===== src/rtl/fir_pkg.sv =====
// Shared types and default widths for the FIR datapath blocks.
package fir_pkg;

  typedef enum logic [1:0] {
    IDLE = 2'd0,
    ACC  = 2'd1,
    FIN  = 2'd2
  } fir_state_e;

  localparam int FIR_NUM_TAPS = 10;
  localparam int FIR_DATA_W   = 3;
  localparam int FIR_COEFF_W  = 16;
  localparam int FIR_OUT_W    = 16;

  // Guard bits sized so that NUM_TAPS full-scale products can never overflow.
  function automatic int fir_acc_w(input int num_taps, input int data_w, input int coeff_w);
    return data_w + coeff_w + $clog2(num_taps);
  endfunction

endpackage


===== src/rtl/fir_round_sat.sv =====
// Combinational round-half-up, arithmetic right shift and width reduction.
// FIR_MAC_SAT_EN selects clamping; otherwise the low OUT_W bits wrap.
module fir_round_sat #(
  parameter int ACC_W = 23,
  parameter int OUT_W = 16,
  parameter int SHIFT = 0
) (
  input  logic signed [ACC_W-1:0] acc,
  output logic signed [OUT_W-1:0] res,
  output logic                    sat
);

`ifdef FIR_MAC_SAT_EN
  localparam bit SAT_EN = 1'b1;
`else
  localparam bit SAT_EN = 1'b0;
`endif

  localparam int RND_POS = (SHIFT > 0) ? SHIFT - 1 : 0;
  localparam logic signed [ACC_W:0] RND = (SHIFT > 0) ? ((ACC_W+1)'(1) << RND_POS) : '0;

  // One extra bit so the rounding increment can never wrap the sum.
  logic signed [ACC_W:0] sum;
  logic signed [ACC_W:0] r;

  assign sum = {acc[ACC_W-1], acc} + RND;
  assign r   = sum >>> SHIFT;

  if (OUT_W > ACC_W) begin : g_wide
    assign res = OUT_W'(r);
    assign sat = 1'b0;
  end else begin : g_narrow
    localparam logic signed [OUT_W-1:0] OUT_MAX = {1'b0, {(OUT_W-1){1'b1}}};
    localparam logic signed [OUT_W-1:0] OUT_MIN = {1'b1, {(OUT_W-1){1'b0}}};
    logic ovf;

    // Result fits only when every bit above the output sign bit matches it.
    assign ovf = (r[ACC_W:OUT_W-1] != {(ACC_W-OUT_W+2){r[ACC_W]}});
    assign res = (SAT_EN && ovf) ? (r[ACC_W] ? OUT_MIN : OUT_MAX) : r[OUT_W-1:0];
    assign sat = SAT_EN && ovf;
  end

endmodule


===== src/rtl/fir_mac_seq.sv =====
// Sequential FIR multiply-accumulate: snapshots the delay chain on iStart, takes one
// coefficient per accepted cycle, then emits one rounded result. Option: FIR_MAC_SAT_EN.
module fir_mac_seq
  import fir_pkg::*;
#(
  parameter int NUM_TAPS = FIR_NUM_TAPS,
  parameter int DATA_W   = FIR_DATA_W,
  parameter int COEFF_W  = FIR_COEFF_W,
  parameter int ACC_W    = fir_acc_w(NUM_TAPS, DATA_W, COEFF_W),
  parameter int OUT_W    = FIR_OUT_W,
  parameter int SHIFT    = 0
) (
  input  logic                          iClk12M,
  input  logic                          iRst,
  input  logic                          iStart,
  input  logic [NUM_TAPS*DATA_W-1:0]    iDelay,
  input  logic                          iCoeffValid,
  input  logic signed [COEFF_W-1:0]     iCoeff,
  output logic [$clog2(NUM_TAPS)-1:0]   oCoeffAddr,
  output logic                          oBusy,
  output logic                          oMacValid,
  output logic signed [OUT_W-1:0]       oMac,
  output logic                          oSat,
  output fir_state_e                    oDbgState
);

  localparam int IDX_W  = $clog2(NUM_TAPS);
  localparam int PROD_W = COEFF_W + DATA_W;
  localparam logic [IDX_W-1:0] LAST = IDX_W'(NUM_TAPS - 1);

  fir_state_e                   state_q, state_d;
  logic [IDX_W-1:0]             idx_q, idx_d;
  logic signed [ACC_W-1:0]      acc_q, acc_d;
  logic [NUM_TAPS*DATA_W-1:0]   snap_q, snap_d;
  logic signed [OUT_W-1:0]      mac_q, mac_d, mac_r;
  logic                         sat_q, sat_d, sat_r;
  logic                         valid_q, valid_d;
  logic signed [DATA_W-1:0]     taps [NUM_TAPS];
  logic signed [DATA_W-1:0]     tap_sel;
  logic signed [PROD_W-1:0]     prod;

  for (genvar k = 0; k < NUM_TAPS; k++) begin : g_taps
    assign taps[k] = snap_q[k*DATA_W +: DATA_W];
  end

  assign tap_sel = taps[idx_q];
  assign prod    = PROD_W'(iCoeff) * PROD_W'(tap_sel);

  fir_round_sat #(
    .ACC_W (ACC_W),
    .OUT_W (OUT_W),
    .SHIFT (SHIFT)
  ) u_round_sat (
    .acc (acc_q),
    .res (mac_r),
    .sat (sat_r)
  );

  // Handshake: a coefficient is consumed on every rising edge in ACC where
  // iCoeffValid=1; iCoeff must then belong to oCoeffAddr. No backpressure is
  // given to the source, and iCoeffValid outside ACC is ignored.
  always_comb begin
    state_d = state_q;
    idx_d   = idx_q;
    acc_d   = acc_q;
    snap_d  = snap_q;
    mac_d   = mac_q;
    sat_d   = sat_q;
    valid_d = 1'b0;
    case (state_q)
      IDLE: begin
        if (iStart) begin
          snap_d  = iDelay;
          acc_d   = '0;
          idx_d   = '0;
          state_d = ACC;
        end
      end
      ACC: begin
        if (iCoeffValid) begin
          acc_d = acc_q + ACC_W'(prod);
          if (idx_q == LAST) state_d = FIN;
          else               idx_d   = idx_q + 1'b1;
        end
      end
      FIN: begin
        mac_d   = mac_r;
        sat_d   = sat_r;
        valid_d = 1'b1;
        idx_d   = '0;
        state_d = IDLE;
      end
      default: state_d = IDLE;
    endcase
  end

  always_ff @(posedge iClk12M or posedge iRst) begin
    if (iRst) begin
      state_q <= IDLE;
      idx_q   <= '0;
      acc_q   <= '0;
      snap_q  <= '0;
      mac_q   <= '0;
      sat_q   <= 1'b0;
      valid_q <= 1'b0;
    end else begin
      state_q <= state_d;
      idx_q   <= idx_d;
      acc_q   <= acc_d;
      snap_q  <= snap_d;
      mac_q   <= mac_d;
      sat_q   <= sat_d;
      valid_q <= valid_d;
    end
  end

  assign oCoeffAddr = idx_q;
  assign oBusy      = (state_q != IDLE);
  assign oMacValid  = valid_q;
  assign oMac       = mac_q;
  assign oSat       = sat_q;
  assign oDbgState  = state_q;

endmodule


===== config.mk =====
export PLATFORM = sky130hd
export DESIGN_NAME = fir_mac_seq
export DESIGN_NICKNAME = d
export VERILOG_FILES = /design/src/rtl/fir_pkg.sv /design/src/rtl/fir_round_sat.sv /design/src/rtl/fir_mac_seq.sv
export SDC_FILE = /design/constraint.sdc
export NUM_CORES = 1
export LEC_CHECK = 0
export CAP_MARGIN = 10
export CORE_ASPECT_RATIO = 1.4
export CORE_MARGIN = 2
export CORE_UTILIZATION = 50
export CTS_CLUSTER_SIZE = 25
export DETAILED_ROUTE_END_ITERATION = 8
export PLACE_DENSITY_LB_ADDON = 0.12
export SETUP_SLACK_MARGIN = 0.02
export SYNTH_ARGS = -nofsm -noshare
export SYNTH_HDL_FRONTEND = slang
export SYNTH_SLANG_ARGS = --single-unit

===== constraint.sdc =====
create_clock -name iClk12M -period 12.6 [get_ports iClk12M]
set_input_delay 1.89 -clock iClk12M [delete_from_list [all_inputs] [get_ports iClk12M]]
set_output_delay 1.89 -clock iClk12M [all_outputs]
set_load 0.03 [all_outputs]

==> metrics.md, run 1 <==
| Metric | Value |
|---|---|
| Drt pass-1 iters | `4` |
| Die Span Y | `between 100 and 150 um` |
| DR WL/cell | `16.6 um` |
| Status | `finished, final reports clean` |
| Min cycle time layout | `6000 ps` |
| Largest stage delay on the critical path | `570 ps` |
| Total GRT Usage | `20.6%` |
| CTS H-tree lvls | `3` |
| # rows | `41` |
| Arrival time worst endpoint | `6220 ps` |
| Die width | `85.0 um` |
| CTS Hold Bufs | `0` |
| Post-Syn Area | `4590 um^2` |
| Netlist cell types | `between 40 and 50` |
| Final WL | `roughly 9300 um` |
| I/O pins | `75` |
| Port Buf Inserts | `73` |
| Asr flop ratio synth | `100%` |
| Fin crit share | `47.6%` |
| Worst path required time | `between 10000 and 15000 ps` |
| Clk_lat worst skew | `~340 ps` |
| Pins over their slew limit | `0` |
| CP max stage cell | `fa_1` |
| DP Wirelength | `6980 um` |
| Max Clk Rate | `0.167 GHz` |
| Gpl congestion | `between 0.8 and 0.9` |
| Post-CTS Setup Repair Bufs | `0` |
| Clock transition at path regs | `60 ps` |
| CP Capture Type | `flop` |
| Syn nets | `482` |
| Maximum fanout along the worst path | `3` |
| WS Path Type | `in2reg` |
| Worst slew pin tran | `1130 ps` |
| Share of cells above drive strength 1 | `between 10% and 20%` |
| Drt drc | `0` |
| Clock tree sinks | `between 60 and 70` |
| Mapped Cells | `about 370` |
| Flops & latches, synth | `69` |
| N_diodes | `0` |
| HP Class | `reg2reg` |
| CTS root buffer | `clkbuf_16` |
| Register area share after synthesis | `roughly 38%` |
| Number of global-route vias before repair | `between 3000 and 4000` |
| Final Skew | `8.14 ps` |
| Final setup viols | `0` |
| R2R Setup Slk | `6740 ps` |
| Max cap viols | `0` |
| Syn. warnings | `0` |
| Syn_area_per_cell | `12.3 um^2` |
| RSZ-0062 raised after global routing | `false` |
| First DRT Iteration DRCs | `84` |
| Cts repair resizes | `0` |
| Largest net degree at the start of global routing | `70` |
| Max-slew headroom | `24.5%` |
| Hold Fails Final Rpt | `0` |
| Multi-input gate area | `about 2700 um^2` |
| Routed vias | `roughly 3000` |
| Filler cells | `between 700 and 800` |
| Worst-path cell chain | `clkdlybuf4s50_1 -> or2_2 -> fa_1 -> fa_1 -> fa_1 -> inv_1 -> ha_1 -> fa_1 -> a21o_1 -> a21oi_1 -> o21ai_0 -> a41o_1 -> a31oi_1 -> xnor2_1 -> a22o_1` |
| Max Root-Sink Buffers | `2` |
| Drt via density | `5.45` |
| Area Overhead vs Synth | `24.3%` |
| Core area | `8980 um^2` |
| CTS tree | `done` |
| Most frequent CP cell | `fa_1` |
| Starting Density | `approximately 51%` |
| Full die area | `9970 um^2` |
| Final ANT Viol Nets | `0` |
| Congestion Overflow GR | `0` |
| Final setup TNS | `0 ps` |
| Register area | `around 1700 um^2` |
| CP Launch Type | `primary input` |
| EDFF count, synth | `0` |
| Primary FF master, synth | `dfrtp_1` |
| First-pass GRT wire length | `16200 um` |
| Antenna violations before repair | `0` |
| # nets final | `554` |
| CTS Buf Count | `9` |
-- layout by cell type (no fill, tap or decap), types with 7 or more instances in the layout --
cell type	n
clkdlybuf4s50_1	73
dfrtp_1	69
mux2_2	52
ha_1	31
fa_1	28
nor2_1	27
a22o_1	16
nor2b_1	16
xnor2_1	14
inv_1	13
and2_1	13
a21oi_1	9
clkbuf_16	9
nand2_1	7
-- registers in the layout (all words and copies together) (netlist names) --
signal      count
oDbgState       2
oMac           16
snap_q         30
acc_q          16
oCoeffAddr      4
oMacValid       1
-- metal layers --
layer | track usage (%) | part of all wire [%] | up-vias
li1 | - | - | 1447
met1 | 25.7 | 41 | 1516
met2 | 34.9 | 53 | 58
met3 | 4.01 | 3.3 | 12
met4 | 7.84 | 2.2 | 0
met5 | 0 | 0 | -
-- worst paths after layout --
kind | end | cells after the start | start
setup / recovery | acc_q[14] | 15 | iCoeff[0]
hold / removal | snap_q[13] | 1 | snap_q[13]
setup reg to reg | acc_q[14] | 18 | oCoeffAddr[0]
hold reg to reg | snap_q[13] | 1 | snap_q[13]
max in group asynchronous | acc_q[1] | 3 | iRst
min in group asynchronous | snap_q[24] | 3 | iRst
-- cell type report --
type / count / area share (%)
Tap cell: 107 / 2.35
Timing Repair Buffer: 79 / 13.6
Multi-Input combinational cell: 272 / 46.9
Inverter: 14 / 0.921
Clock buffer: 10 / 4.01
Sequential cell: 69 / 30.3
Clock inverter: 6 / 1.95
-- logic make-up after synthesis --
group                      Yosys count  synth area share [%]
DFF                                 69                  37.6
xor gates and xnor gates            19                  3.93
muxes                               57                  15.1
buffers and inverters               32                  4.15
adders and majority gates           59                  20.7
AOI/OAI and AO/OA                   55                  9.08
other                                1                0.0817
and+or+nand+nor                     81                  9.35
-- stage by stage --
stage	setup slack, ps	util, %	std cells	hold slack, ps	instance area, um^2
after floorplan	6940	-	373	472	4590
after global placement	6330	59.7	541	481	5360
after detailed placement	6240	59.7	541	491	5360
after CTS	6600	63.5	557	502	5700
after global routing	6380	63.5	557	518	5700
final	6600	63.5	557	500	5700
-- critical path: cells and delay by family --
family / cells / cell delay [ps]
XOR/XNOR: 1 / 90
AND/OR/NAND/NOR: 1 / 320
AO/OA/AOI/OAI: 6 / 1280
adder cells (fa/ha/maj): 5 / 2170
buffers and inverters: 2 / 470
-- Yosys cell counts (all sizes together), types with 2 or more instances --
| cell | number | area [um^2] |
|---|---|---|
| dfrtp | 69 | 1730 |
| mux2 | 52 | 586 |
| ha | 31 | 388 |
| fa | 28 | 561 |
| nor2 | 28 | 105 |
| a22o | 16 | 140 |
| nor2b | 16 | 100 |
| clkbuf | 14 | 82.6 |
| inv | 14 | 52.6 |
| xnor2 | 14 | 123 |
| and2 | 13 | 81.3 |
| a21oi | 9 | 45.0 |
| nand2 | 7 | 26.3 |
| a21o | 6 | 45.0 |
| o21ai | 6 | 30.0 |
| mux4 | 4 | 97.6 |
| xor2 | 4 | 35.0 |
| buf | 3 | 22.5 |
| o21bai | 3 | 22.5 |
| a211oi | 2 | 15.0 |
| a21boi | 2 | 15.0 |
| a31oi | 2 | 12.5 |
| and2b | 2 | 17.5 |
| nand2b | 2 | 12.5 |
| nand3 | 2 | 10.0 |
| nand3b | 2 | 15.0 |
| nor3 | 2 | 10.0 |
| nor3b | 2 | 15.0 |
| o41ai | 2 | 25.0 |
| or2 | 2 | 12.5 |
| or2b | 2 | 17.5 |
Power of run 1 is left out: the tool's default activity adds up to more than one toggle a clock period on the data nets, which glitch-free logic cannot reach.
==> run 2, diff against run 1 <==
CORE_UTILIZATION = 49   (was 50)
clock period = 5.2 ns   (was 12.6 ns; I/O delays follow)
==> run 2 against run 1 <==
  * The run now ends with design-rule violations left
  * Flip-flop and latch count is the same
  * Register-to-register slack lost 6500 ps
  * Via count grew 4.8%
  * Design area grew 2.3%
  * Critical path depth grew 3
  * Worst hold slack gained 3.7 ps
  * Clock skew shrank 1.8 ps
  * First-iteration DRC count grew 17%
  * Clock-buffer cell count grew 1
  * Sequential share of layout area shrank 0.65 points
  * Utilization grew 0.72 points
  * Non-clock buffer count grew 12
  * Critical endpoint unchanged
  * Largest cell class unchanged
==> metrics.md, run 2 (synthesis gave the netlist of run 1 again) <==
| Metric | Value |
|---|---|
| WP buf/inv | `2 (unchanged)` |
| CP Capture Type | `flop` |
| Commonest cells after routing, fill and taps aside | `clkdlybuf4s50_1, dfrtp_1, mux2_2, ha_1, fa_1` |
| WL met2 | `5470 um (+11%)` |
| Clk_lat worst skew | `340 ps (about the same)` |
| RSZ-0062 raised after global routing | `false` |
| Worst-path cell chain | `buf_6 -> mux2_2 -> o22ai_1 -> o31a_2 -> nand2b_1 -> fa_1 -> fa_1 -> fa_1 -> inv_1 -> ha_1 -> fa_2 -> a21o_1 -> a21oi_1 -> o21ai_0 -> a41o_1 -> a31oi_2 -> xnor2_1 -> a22o_1` |
| WS Path Type | `reg2reg` |
| Core area | `9080 um^2 (+1.1%)` |
| Antenna violations before repair | `0 (unchanged)` |
| # nets final | `566 (+2.2%)` |
| Max-slew headroom | `20.0% (-4.5 points)` |
| Starting Density | `50.5% (-0.58 points)` |
| Final WL | `9890 um (+6.9%)` |
| Die width | `85.8 um (+0.97%)` |
| Port Buf Inserts | `73 (unchanged)` |
| Top Metal Used | `met4` |
| CP max stage cell | `fa_1` |
| Max Root-Sink Buffers | `2 (unchanged)` |
| Full die area | `10200 um^2 (+2.0%)` |
| Min cycle time layout | `~4900 ps` |
| Metal-1 WL | `3790 um (-0.53%)` |
| Gpl congestion | `0.815 (about the same)` |
| Arrival time worst endpoint | `5180 ps (-1040 ps)` |
| Drt pass-1 iters | `6 (+2)` |
| Pins over their slew limit | `0 (unchanged)` |
| Die Span Y | `118 um (+0.98%)` |
| Delay-heaviest family, CP | `adder cells` |
| Clock transition at path regs | `60 ps (about the same)` |
| CTS root buffer | `clkbuf_16` |
| CTS H-tree lvls | `3 (unchanged)` |
| Max cap viols | `0 (unchanged)` |
| First-pass GRT wire length | `16600 um (+2.3%)` |
| Clock tree sinks | `69 (unchanged)` |
| Largest stage delay on the critical path | `510 ps (-60 ps)` |
| Total GRT Usage | `21.2% (+0.57 points)` |
| First DRT Iteration DRCs | `98 (+17%)` |
| Status | `finished with violations` |
| Max reg flops | `30 (unchanged)` |
| Final ANT Viol Nets | `0 (unchanged)` |
| HP Class | `reg2reg` |
| Wire length on met3 | `403 um (+31%)` |
| Routed vias | `3178 (+4.8%)` |
| Commonest non-fill, non-tap cell in the layout | `clkdlybuf4s50_1` |
| CP Launch Type | `flop` |
| Final setup viols | `0 (unchanged)` |
| Share of cells above drive strength 1 | `22.9% (+3.8 points)` |
| # rows | `41 (unchanged)` |
| Fin crit share | `a little over nine tenths` |
| Final setup TNS | `0 ps (unchanged)` |
| DP Wirelength | `7450 um (+6.8%)` |
| Number of global-route vias before repair | `3517 (+5.6%)` |
| CTS tree | `done` |
| Worst path required time | `5430 ps (-7390 ps)` |
| Max Clk Rate | `between 0.2 and 0.25 GHz` |
| Drt via density | `5.59 (+2.6%)` |
| DR WL/cell | `17.4 um (+4.7%)` |
| Hold Fails Final Rpt | `0 (unchanged)` |
| Most frequent CP cell | `fa_1` |
| N_diodes | `0 (unchanged)` |
| Maximum fanout along the worst path | `9 (+6)` |
| Area Overhead vs Synth | `27.1%` |
| Drt drc | `4 (+4)` |
| Largest net degree at the start of global routing | `43 (-39%)` |
| Failing checks | `design-rule violations` |
| Worst slew pin tran | `1200 ps (+67.2 ps)` |
| Congestion Overflow GR | `0 (unchanged)` |
| Final Skew | `6.31 ps (-1.84 ps)` |
| Largest Register | `snap_q` |
| CTS Hold Bufs | `0 (unchanged)` |
| CTS Buf Count | `9 (unchanged)` |
| I/O pins | `75 (unchanged)` |
[run 2: cell count changes in the layout (fill, tap and decap cells not counted), moves of 2 or more]
| cell | before | now |
|---|---|---|
| a211oi_2 | 0 | 2 |
| a211oi_1 | 2 | 0 |
| buf_4 | 6 | 15 |
| buf_6 | 0 | 2 |
| clkbuf_8 | 0 | 2 |
[run 2: per-layer routing]
metal | vias up | GRT usage (%)
met3 | 18 | 4.96
li1 | 1473 | -
met2 | 71 | 39.3
met1 | 1616 | 22.6
met4 | 0 | 8.13
met5 | - | 0
[run 2: path summary, 6_finish.rpt]
| kind | from | to | slack [ps] | depth (start not counted) |
|---|---|---|---|---|
| max reg2reg | oCoeffAddr[0] | acc_q[14] | 250 | 18 |
| max | oCoeffAddr[0] | acc_q[14] | 250 | 18 |
| min | oMac[2] | oMac[2] | 500 | 1 |
| min in group asynchronous | iRst | oMac[12] | 960 | 2 |
| max in group asynchronous | iRst | snap_q[5] | 3330 | 3 |
| min reg2reg | oMac[2] | oMac[2] | 500 | 1 |
[run 2: area by class of cell]
type                            instances  area (um^2)
Sequential cell                        69         1730
Inverter                               14         52.6
Fill cell                             713         3250
Timing Repair Buffer                   91          871
Tap cell                              107          134
Clock buffer                           11          253
Multi-Input combinational cell        272         2710
Clock inverter                          5         81.3
[run 2: worst register-to-register path, cell delays in order (launching register included)]
cell	delay, ps
dfrtp_2	480
buf_6	170
mux2_2	220
o22ai_1	90
o31a_2	360
nand2b_1	160
fa_1	510
fa_1	440
fa_1	510
inv_1	40
ha_1	220
fa_2	360
a21o_1	180
a21oi_1	190
o21ai_0	150
a41o_1	290
a31oi_2	200
xnor2_1	90
a22o_1	180
[run 2: through the flow]
step / util [%] / worst slack [ps] / std cells / hold WS [ps] / area [um^2]
2_1_floorplan: - / 21.9 / 373 / 472 / 4600
3_3_place_gp: 60.0 / 131 / 551 / 483 / 5450
3_5_place_dp: 60.0 / 30.2 / 551 / 495 / 5450
4_1_cts: 63.7 / 82.8 / 567 / 507 / 5780
5_1_grt: 64.2 / 19.0 / 569 / 520 / 5830
6_report: 64.2 / 250 / 569 / 504 / 5830
[run 2: what timing repair did]
action | in CTS | in global routing
endpoints found under the setup margin | 0 | 3
endpoints found under the hold margin | 0 | 0
gates resized for setup | 0 | 8
setup buffers | 0 | 2
Power of run 2 is left out for the same reason.
==> run 3, diff against run 2 <==
CORE_ASPECT_RATIO = 1.5   (was 1.4)
==> run 3 against run 2 <==
  * The flow now finishes without violations
  * Worst hold slack worse by 4.1 ps
  * Via count shrank 0.41%
  * Global-route usage about the same
  * Clock-buffer cell count down 2
  * Setup slack got worse by 14 ps
  * Flip-flop and latch count unchanged
  * Die area about the same
  * Critical endpoint unchanged
  * Routed wire length decreased by 0.32%
  * Utilization fell by 0.61 points
  * Clock skew is 1.3 ps lower
  * Non-clock buffer count did not move
  * Sequential share of layout area shrank 0.11 points
==> metrics.md, run 3 (synthesis gave the netlist of run 1 again) <==
| Metric | Value |
|---|---|
| Die width | `83.0 um (-3.2%)` |
| Crit Reg-Reg Endpoint | `acc_q[14]` |
| Hold wc startpoint | `snap_q[3]` |
| I/O pins | `75 (unchanged)` |
| Worst path required time | `5420 ps (about the same)` |
| Max reg flops | `30 (unchanged)` |
| Largest net degree at the start of global routing | `48 (+12%)` |
| WS Path Type | `reg2reg` |
| Filler cells | `745 (+4.5%)` |
| Commonest cells after routing, fill and taps aside | `clkdlybuf4s50_1, dfrtp_1, mux2_2, ha_1` |
| Final setup viols | `0 (unchanged)` |
| Clk_lat worst skew | `340 ps (about the same)` |
| Total GRT Usage | `21.2% (about the same)` |
| Hold worst-path end | `snap_q[3]` |
| Pins over their slew limit | `0 (unchanged)` |
| Final Skew | `5.01 ps (-1.30 ps)` |
| HP Class | `reg2reg` |
| Clock transition at path regs | `60 ps (about the same)` |
| Final setup TNS | `0 ps (unchanged)` |
| Final Instance Count excl. Fillers | `574 (+0.88%)` |
| Max cap viols | `0 (unchanged)` |
| Congestion Overflow GR | `0 (unchanged)` |
| R2R Path Start | `oCoeffAddr[0]` |
| Full die area | `10200 um^2 (about the same)` |
| Die Span Y | `123 um (+3.4%)` |
| Max-slew headroom | `22.6% (+2.6 points)` |
| Drt via density | `5.51 (-1.3%)` |
| RSZ-0062 raised after global routing | `true` |
| Max Root-Sink Buffers | `2 (unchanged)` |
| First DRT Iteration DRCs | `69 (-30%)` |
| CTS Hold Bufs | `0 (unchanged)` |
| CTS tree | `done` |
| CTS root buffer | `clkbuf_16` |
| Antenna violations before repair | `0 (unchanged)` |
| Hold Fails Final Rpt | `0 (unchanged)` |
| Drt drc | `0 (-4)` |
| Status | `finished, final reports clean` |
| Drt pass-1 iters | `4 (-2)` |
| # nets final | `566 (unchanged)` |
| Commonest non-fill, non-tap cell in the layout | `clkdlybuf4s50_1` |
| Largest Register | `snap_q` |
| Starting Density | `49.9% (-0.66 points)` |
| Final ANT Viol Nets | `0 (unchanged)` |
| Final WL | `9860 um (-0.32%)` |
| Gpl congestion | `0.825 (+1.3%)` |
| Fin area | `5850 um^2 (+0.36%)` |
| Maximum fanout along the worst path | `7 (-2)` |
| # rows | `43 (+4.9%)` |
| Worst slew pin tran | `1160 ps (-38.7 ps)` |
| Min cycle time layout | `4960 ps (+13.7 ps)` |
| CP Launch Type | `flop` |
| First-pass GRT wire length | `16700 um (+0.58%)` |
| Worst-path cell chain | `buf_4 -> mux4_1 -> mux2i_1 -> a2bb2oi_2 -> or2_2 -> fa_1 -> fa_1 -> fa_1 -> inv_1 -> ha_1 -> fa_2 -> a21o_1 -> a21oi_2 -> o21ai_1 -> a41o_1 -> a31oi_1 -> xnor2_1 -> a22o_1` |
| WHS Path Cells | `1 (unchanged)` |
| Number of global-route vias before repair | `3480 (-1.1%)` |
| Clock tree sinks | `69 (unchanged)` |
| Max Clk Rate | `0.201 GHz (-0.28%)` |
| CTS Buf Count | `9 (unchanged)` |
| Placed instance count | `558 (+1.3%)` |
| Post-CTS Setup Repair Bufs | `0 (unchanged)` |
| N_diodes | `0 (unchanged)` |
| Routed vias | `3165 (-0.41%)` |
| Core area | `9200 um^2 (+1.3%)` |
| CP max stage cell | `mux4_1` |
| DP Wirelength | `7680 um (+3.0%)` |
| Share of cells above drive strength 1 | `22.7% (-0.22 points)` |
| Port Buf Inserts | `73 (unchanged)` |
| Fin crit share | `95.5% (+0.26 points)` |
| R2R Setup Slk | `240 ps (about the same)` |
| R2R cell count | `18 (unchanged)` |
| CTS H-tree lvls | `3 (unchanged)` |
| CP Capture Type | `flop` |
| Arrival time worst endpoint | `5180 ps (about the same)` |
| Largest stage delay on the critical path | `560 ps (+50 ps)` |
| Area Overhead vs Synth | `27.6%` |
| DR WL/cell | `17.2 um (-1.2%)` |
| Most frequent CP cell | `fa_1` |
| Placed cell area | `5470 um^2 (+0.39%)` |
## run 3: worst max-delay path by stage
stage                        startpoint   endpoint  slack, ps  cells past startpoint
after floorplan           oCoeffAddr[0]  acc_q[14]         20                     19
after global placement    oCoeffAddr[0]  acc_q[14]          4                     18
after detailed placement  oCoeffAddr[0]  acc_q[14]       -110                     18
after CTS                 oCoeffAddr[0]  acc_q[14]         30                     18
after global routing      oCoeffAddr[0]  acc_q[14]          4                     18
final                     oCoeffAddr[0]  acc_q[14]        240                     18
## run 3: cell type report
| type | instances | area, um^2 | share of cell area, % |
|---|---|---|---|
| Multi-Input combinational cell | 272 | 2720 | 46.4 |
| Tap cell | 112 | 140 | 2.39 |
| Inverter | 14 | 52.6 | 0.898 |
| Timing Repair Buffer | 91 | 870 | 14.9 |
| Clock inverter | 7 | 123 | 2.09 |
| Clock buffer | 9 | 225 | 3.85 |
| Sequential cell | 69 | 1730 | 29.5 |
## run 3: stage by stage
step	util, %	hold slack, ps	setup WS [ps]
3_3_place_gp	59.4	484	3.77
2_1_floorplan	-	472	21.9
4_1_cts	63.4	504	26.1
3_5_place_dp	59.4	491	-106
5_1_grt	63.6	519	4.18
6_report	63.6	500	236
## run 3: what timing repair did
action,in CTS,in global routing
endpoints found under the setup margin,1,3
pin swaps,0,3
hold endpoints to repair,0,0
gates resized for setup,2,6
## run 3: per-layer routing
metal  vias to the layer above  share of wire, %  GRT usage (%)
li1                       1468                 -              -
met1                      1629                36           22.0
met2                        55                59           41.4
met3                        13               3.4           4.24
met4                         0               1.8           8.20
met5                         -                 0              0
## run 3: critical path: cells and delay by family, from the launching register on
| kind | cells | cell delay, ps |
|---|---|---|
| flip-flops | 1 | 380 |
| AND/OR/NAND/NOR | 1 | 160 |
| buffers and inverters | 2 | 200 |
| AO/OA/AOI/OAI | 7 | 1280 |
| adder cells (fa/ha/maj) | 5 | 1960 |
| multiplexers | 2 | 760 |
| XOR/XNOR | 1 | 90 |
Power of run 3 is left out for the same reason.
==> RTL change 1: new RTL, config.mk and constraints of run 3 <==
Add an input register stage for `iStart`, `iDelay`, `iCoeffValid` and `iCoeff`; this delays them by one clock.
--- a/src/rtl/fir_mac_seq.sv
+++ b/src/rtl/fir_mac_seq.sv
@@ -28,6 +28,18 @@
   localparam int PROD_W = COEFF_W + DATA_W;
   localparam logic [IDX_W-1:0] LAST = IDX_W'(NUM_TAPS - 1);
 
+  logic iStart_q;
+  logic [NUM_TAPS*DATA_W-1:0] iDelay_q;
+  logic iCoeffValid_q;
+  logic signed [COEFF_W-1:0] iCoeff_q;
+
+  always_ff @(posedge iClk12M) begin
+    iStart_q      <= iStart;
+    iDelay_q      <= iDelay;
+    iCoeffValid_q <= iCoeffValid;
+    iCoeff_q      <= iCoeff;
+  end
+
   fir_state_e                   state_q, state_d;
   logic [IDX_W-1:0]             idx_q, idx_d;
   logic signed [ACC_W-1:0]      acc_q, acc_d;
@@ -44,7 +56,7 @@
   end
 
   assign tap_sel = taps[idx_q];
-  assign prod    = PROD_W'(iCoeff) * PROD_W'(tap_sel);
+  assign prod    = PROD_W'(iCoeff_q) * PROD_W'(tap_sel);
 
   fir_round_sat #(
     .ACC_W (ACC_W),
@@ -69,15 +81,15 @@
     valid_d = 1'b0;
     case (state_q)
       IDLE: begin
-        if (iStart) begin
-          snap_d  = iDelay;
+        if (iStart_q) begin
+          snap_d  = iDelay_q;
           acc_d   = '0;
           idx_d   = '0;
           state_d = ACC;
         end
       end
       ACC: begin
-        if (iCoeffValid) begin
+        if (iCoeffValid_q) begin
           acc_d = acc_q + ACC_W'(prod);
           if (idx_q == LAST) state_d = FIN;
           else               idx_d   = idx_q + 1'b1;
Check against the original RTL: not equivalent (a bounded check fails within 4 cycles, from zero or initial values and one cycle with iRst high).
==> RTL change 1 against run 3 <==
  * Clock skew up 0.0011 ns
  * Synthesized area increased by 19%
  * Sequential cell count rose by 48
  * Design area grew 20%
  * Worst setup slack gained 0.048 ns
  * Final cell count grew 18%
  * Wire length is 14% higher
  * Via count grew 11%
  * Critical endpoint is now acc_q[13]$_DFFE_PP0P_
Power is left out: the tool's default activity adds up to more than one toggle a clock period on the data nets, which glitch-free logic cannot reach.
==> RTL change 1: results (changes against run 3) <==
Status -> finished, final reports clean
Vias in the first global route -> 3,977 (+14%)
Clk_lat worst skew -> 0.41 ns (+0.07 ns)
Drt initial violations -> 180 (+160%)
Top area cells in the synthesized netlist -> dfrtp_1, dfxtp_1, fa_1
TNS Setup -> 0 ns (unchanged)
GP Congestion -> 0.868 (+5.2%)
DP HPWL -> 8140 um (+6.0%)
Adder-Cell Fraction of Synth Area -> 17.3% (-3.3 points)
Worst Hold Launch -> iDelay_q[4]$_DFF_P_
Reg clk slew, reported paths -> 0.06 ns (about the same)
Clock buffer depth -> 2 (unchanged)
Hold EP -> snap_q[4]$_DFFE_PP0P_
IO buf count -> 73 (unchanged)
FILL cells -> 889 (+19%)
Crit Reg-Reg Endpoint -> acc_q[13]$_DFFE_PP0P_
Post-DR wirelength/cell -> 16.6 um (-3.1%)
Maximum net fanout on the critical path -> 8 (+1)
All-Layer GR Usage -> 21.0% (-0.18 points)
Async SR Flop Fraction -> 59.0% (-41 points)
Flop-to-flop setup slack -> 0.28 ns (+0.05 ns)
First-pass GRT wire length -> 19,400 um (+16%)
FF-to-FF path depth -> 17 (-1)
Routed vias -> 3,511 (+11%)
TritonCTS buffer count -> 17 (+8)
Post-synthesis mux area share -> 13.1% (-2.0 points)
Synth Area in Compound Gates -> 5.76% (-3.3 points)
First-pass DRT Iterations -> 4 (unchanged)
Layout Nets -> 626 (+11%)
Distinct cell type count after synthesis -> 50 (+4.2%)
CTS H-tree depth -> 4 (+1)
Clock Root Buffer -> clkbuf_16
Seq/Total Area, Yosys -> 49.1% (+11 points)
XOR/XNOR Fraction of Synth Area -> 2.97% (-0.96 points)
Critical path's slowest cell -> mux4_2
Share of layout cells above drive strength 1 -> 21.5% (-1.2 points)
Layout Skew -> 0.00614 ns (+0.00113 ns)
Most used DFF post-synth -> dfrtp_1
Least-Margin Pin Slew -> 1.02 ns (-0.138 ns)
Synth Net Count -> 538 (+12%)
Post-synth top cells -> dfrtp_1, dfxtp_1, mux2_2
CP Data Arrival Time -> 5.21 ns (+0.03 ns)
CP max stage delay -> 0.54 ns (-0.02 ns)
-- RTL change 1: kinds of logic after synthesis --
family / after synthesis
flops: 117
simple gates: 100
fa+ha+maj: 59
mux: 57
compound gates: 48
buf+inv: 30
xor+xnor: 17
other cells: 1
-- RTL change 1: worst reg2reg max path: stages (launching register included) --
cell,delay [ns]
dfrtp_2,0.48
buf_4,0.15
mux4_2,0.54
mux2i_2,0.18
o21ai_2,0.10
buf_4,0.17
and2_1,0.16
fa_1,0.50
fa_1,0.43
ha_1,0.36
ha_1,0.31
a21o_1,0.16
a21oi_1,0.23
o21ai_1,0.14
o311a_1,0.38
o21ai_0,0.23
mux2i_1,0.23
nand2_1,0.06
-- RTL change 1: repair_timing --
item                                    4_1_cts  5_1_grt
endpoints found under the setup margin        1        5
pin swaps                                     0        3
setup buffers                                 2        0
resized for setup                             0       10
-- RTL change 1: how the worst max path moves through the flow --
stage	from	endpoint	slack (ns)	cells after the start
after floorplan	oCoeffAddr[0]$_DFFE_PP0P_	acc_q[14]$_DFFE_PP0P_	0.05	18
after CTS	oCoeffAddr[0]$_DFFE_PP0P_	acc_q[14]$_DFFE_PP0P_	0.06	17
after global placement	oCoeffAddr[0]$_DFFE_PP0P_	acc_q[14]$_DFFE_PP0P_	0.08	17
after detailed placement	oCoeffAddr[0]$_DFFE_PP0P_	acc_q[14]$_DFFE_PP0P_	0.02	17
after global routing	oCoeffAddr[0]$_DFFE_PP0P_	acc_q[14]$_DFFE_PP0P_	0.007	20
final	oCoeffAddr[0]$_DFFE_PP0P_	acc_q[13]$_DFFE_PP0P_	0.28	17
-- RTL change 1: final cells by class --
| cell class | count | share of cell area (%) |
|---|---|---|
| Inverter | 14 | 0.745 |
| Timing Repair Buffer | 85 | 11.6 |
| Clock buffer | 19 | 6.28 |
| Clock inverter | 13 | 2.47 |
| Sequential cell | 117 | 38.1 |
| Multi-Input combinational cell | 282 | 38.1 |
| Tap cell | 147 | 2.61 |
-- RTL change 1: through the flow --
step / instances / setup slack [ns] / utilization, % / area (um2) / hold slack, ns
6_report: 677 / 0.284 / 64.5 / 7050 / 0.456
5_1_grt: 677 / 0.00703 / 64.5 / 7050 / 0.469
4_1_cts: 677 / 0.0606 / 64.3 / 7040 / 0.460
3_5_place_dp: 643 / 0.0199 / 58.6 / 6400 / 0.446
3_3_place_gp: 643 / 0.0826 / 58.6 / 6400 / 0.444
2_1_floorplan: 429 / 0.0506 / - / 5500 / 0.439
-- RTL change 1: metal layers --
layer | wire [um] | part of all wire, % | global-route usage (%) | vias up
li1 | - | - | - | 1641
met1 | 4150 | 37 | 22.5 | 1754
met2 | 6290 | 56 | 38.3 | 86
met3 | 443 | 3.9 | 5.37 | 30
met4 | 380 | 3.4 | 10.3 | 0
met5 | 0 | 0 | 0 | -
==> RTL change 2: new RTL, flow settings as in run 3 <==
Without the edit above. Change the localparam `SAT_EN` of `fir_round_sat` from 1'b0 to 1'b1.
--- a/src/rtl/fir_round_sat.sv
+++ b/src/rtl/fir_round_sat.sv
@@ -13,7 +13,7 @@
 `ifdef FIR_MAC_SAT_EN
   localparam bit SAT_EN = 1'b1;
 `else
-  localparam bit SAT_EN = 1'b0;
+  localparam bit SAT_EN = 1'b1;
 `endif
 
   localparam int RND_POS = (SHIFT > 0) ? SHIFT - 1 : 0;
Behaviour: no difference found for any inputs over 10 cycles, from zero or initial values and one cycle with iRst high; that may be too few to reach the edited logic, so the function may still have changed.
==> RTL change 2 against run 3 <==
  * Global-route usage is 0.83 points higher
  * Wire length increased by 28%
  * Critical path depth unchanged
  * Non-clock buffer count shrank 1
  * Die area is 22% higher
  * Design area is 18% higher
  * Synthesized cell count is 45% higher
  * Synthesized area increased by 23%
  * Sequential cell count rose by 8
  * Worst setup slack better by 0.048 ns
  * Highest routed layer unchanged
Power is not shown: default switching activity piles up to over one toggle a cycle in this logic, so the estimate is an artifact.
==> RTL change 2: results (changes against run 3) <==
N_diodes -> 0 (unchanged)
Grt total ovfl -> 0 (unchanged)
Layout Skew -> 0.00863 ns (+0.00362 ns)
Synth Net Count -> 675 (+40%)
All-Layer GR Usage -> 22.0% (+0.83 points)
Async SR Flop Fraction -> 100% (unchanged)
Final WL -> 12,700 um (+28%)
GP Congestion -> 0.869 (+5.3%)
Antenna violations before repair -> 0 (unchanged)
Hold Path Class -> reg2reg
DP HPWL -> 9960 um (+30%)
Layout Nets -> 754 (+33%)
Largest net degree at the start of global routing -> 44 (-8.3%)
First-pass DRT Iterations -> 5 (+1)
Clock Root Buffer -> clkbuf_16
Reg clk slew, reported paths -> 0.06 ns (about the same)
Least-Margin Pin Slew -> 1.12 ns (-0.0336 ns)
FF-to-FF path depth -> 18 (unchanged)
Top area cells in the synthesized netlist -> dfrtp_1, fa_1, ha_1
Status -> finished, final reports clean
Clk_lat worst skew -> 0.34 ns (about the same)
Synth warn -> 0 (unchanged)
Distinct cell type count after synthesis -> 57 (+19%)
Critical path's slowest cell -> fa_1
Maximum net fanout on the critical path -> 6 (-1)
TritonCTS buffer count -> 9 (unchanged)
Reg with most FFs -> snap_q
Seq/Total Area, Yosys -> 34.1% (-3.6 points)
Vias in the first global route -> 4,613 (+33%)
First-pass GRT wire length -> 21,800 um (+30%)
Drt initial violations -> 146 (+110%)
CP Data Arrival Time -> 5.19 ns (about the same)
CP max stage delay -> 0.54 ns (-0.02 ns)
Share of layout cells above drive strength 1 -> 13.1% (-9.6 points)
CTS H-tree depth -> 3 (unchanged)
IO buf count -> 74 (+1.4%)
Number of flip-flops in the largest register -> 30 (unchanged)
Post-synth top cells -> dfrtp_1, nand2_1, ha_1
Clock buffer depth -> 2 (unchanged)
Routed vias/inst -> 5.53 (+0.27%)
Hold path depth -> 2 (+1)
RTL change 2: cell count changes after synthesis, sizes merged, moves of 9 or more:
cell | run 3 | this run
nand2 | 7 | 57
o21ai | 6 | 43
a21oi | 9 | 31
mux2 | 52 | 30
and2 | 13 | 31
ha | 31 | 47
inv | 14 | 28
a22o | 16 | 3
nor2b | 16 | 6
fa | 28 | 37
mux2i | 1 | 10
RTL change 2: area by class of cell:
class / count / area, um2
clock buffer: 11 / 243
clock inverter: 5 / 67.6
fill: 999 / 4490
inverter: 29 / 109
multi-input combinational: 413 / 3520
sequential: 77 / 1930
tap: 150 / 188
timing repair buffer: 90 / 858
RTL change 2: timing repair:
item,4_1_cts,5_1_grt
gates resized for setup,0,1
setup buffers,0,6
endpoints found under the setup margin,0,7
endpoints found under the hold margin,0,0
RTL change 2: layer usage:
layer / share of wire, % / wire length, um / GRT usage, % / up-vias
li1: - / - / - / 2042
met1: 39 / 4890 / 25.7 / 2121
met2: 56 / 7100 / 41.5 / 106
met3: 3.6 / 450 / 2.89 / 16
met4: 1.8 / 223 / 7.13 / 0
met5: 0 / 0 / 0 / -
RTL change 2: critical path: cells and delay by family (launching register included):
family          cells  cell delay [ns]
mux                 2             0.65
buf+inv             2             0.13
flops               1             0.46
simple gates        5             0.95
fa+ha+maj           5             1.96
compound gates      4             0.69
RTL change 2: logic make-up (layout without fill, tap and decap cells):
logic type                 Yosys count  after routing  synth area share [%]
AOI/OAI and AO/OA                  108            108                  12.1
and+or+nand+nor                    158            158                  13.9
xor gates and xnor gates            17             17                  2.63
muxes                               46             46                  10.1
adders and majority gates           84             84                  23.5
buffers and inverters               51            135                  3.65
DFF                                 77             77                  34.1
RTL change 2: stage by stage:
step           setup WS [ns]  hold WS [ns]  std cells  cell area [um2]
2_1_floorplan         0.0378         0.475        541             5660
3_3_place_gp           0.171         0.461        753             6560
3_5_place_dp          0.0598         0.470        753             6560
4_1_cts               0.0948         0.483        769             6870
5_1_grt               0.0449         0.509        775             6920
6_report               0.285         0.477        775             6920
RTL change 2: final timing paths:
path                                      startpoint                   endpoint  slack (ns)
setup / recovery           oCoeffAddr[0]$_DFFE_PP0P_      acc_q[22]$_DFFE_PP0P_        0.28
hold / removal                      oSat$_DFFE_PP0P_           oSat$_DFFE_PP0P_        0.48
setup reg to reg           oCoeffAddr[0]$_DFFE_PP0P_      acc_q[22]$_DFFE_PP0P_        0.28
hold reg to reg                     oSat$_DFFE_PP0P_           oSat$_DFFE_PP0P_        0.48
max in group asynchronous                       iRst  oCoeffAddr[0]$_DFFE_PP0P_        3.28
min in group asynchronous                       iRst       acc_q[1]$_DFFE_PP0P_        0.88
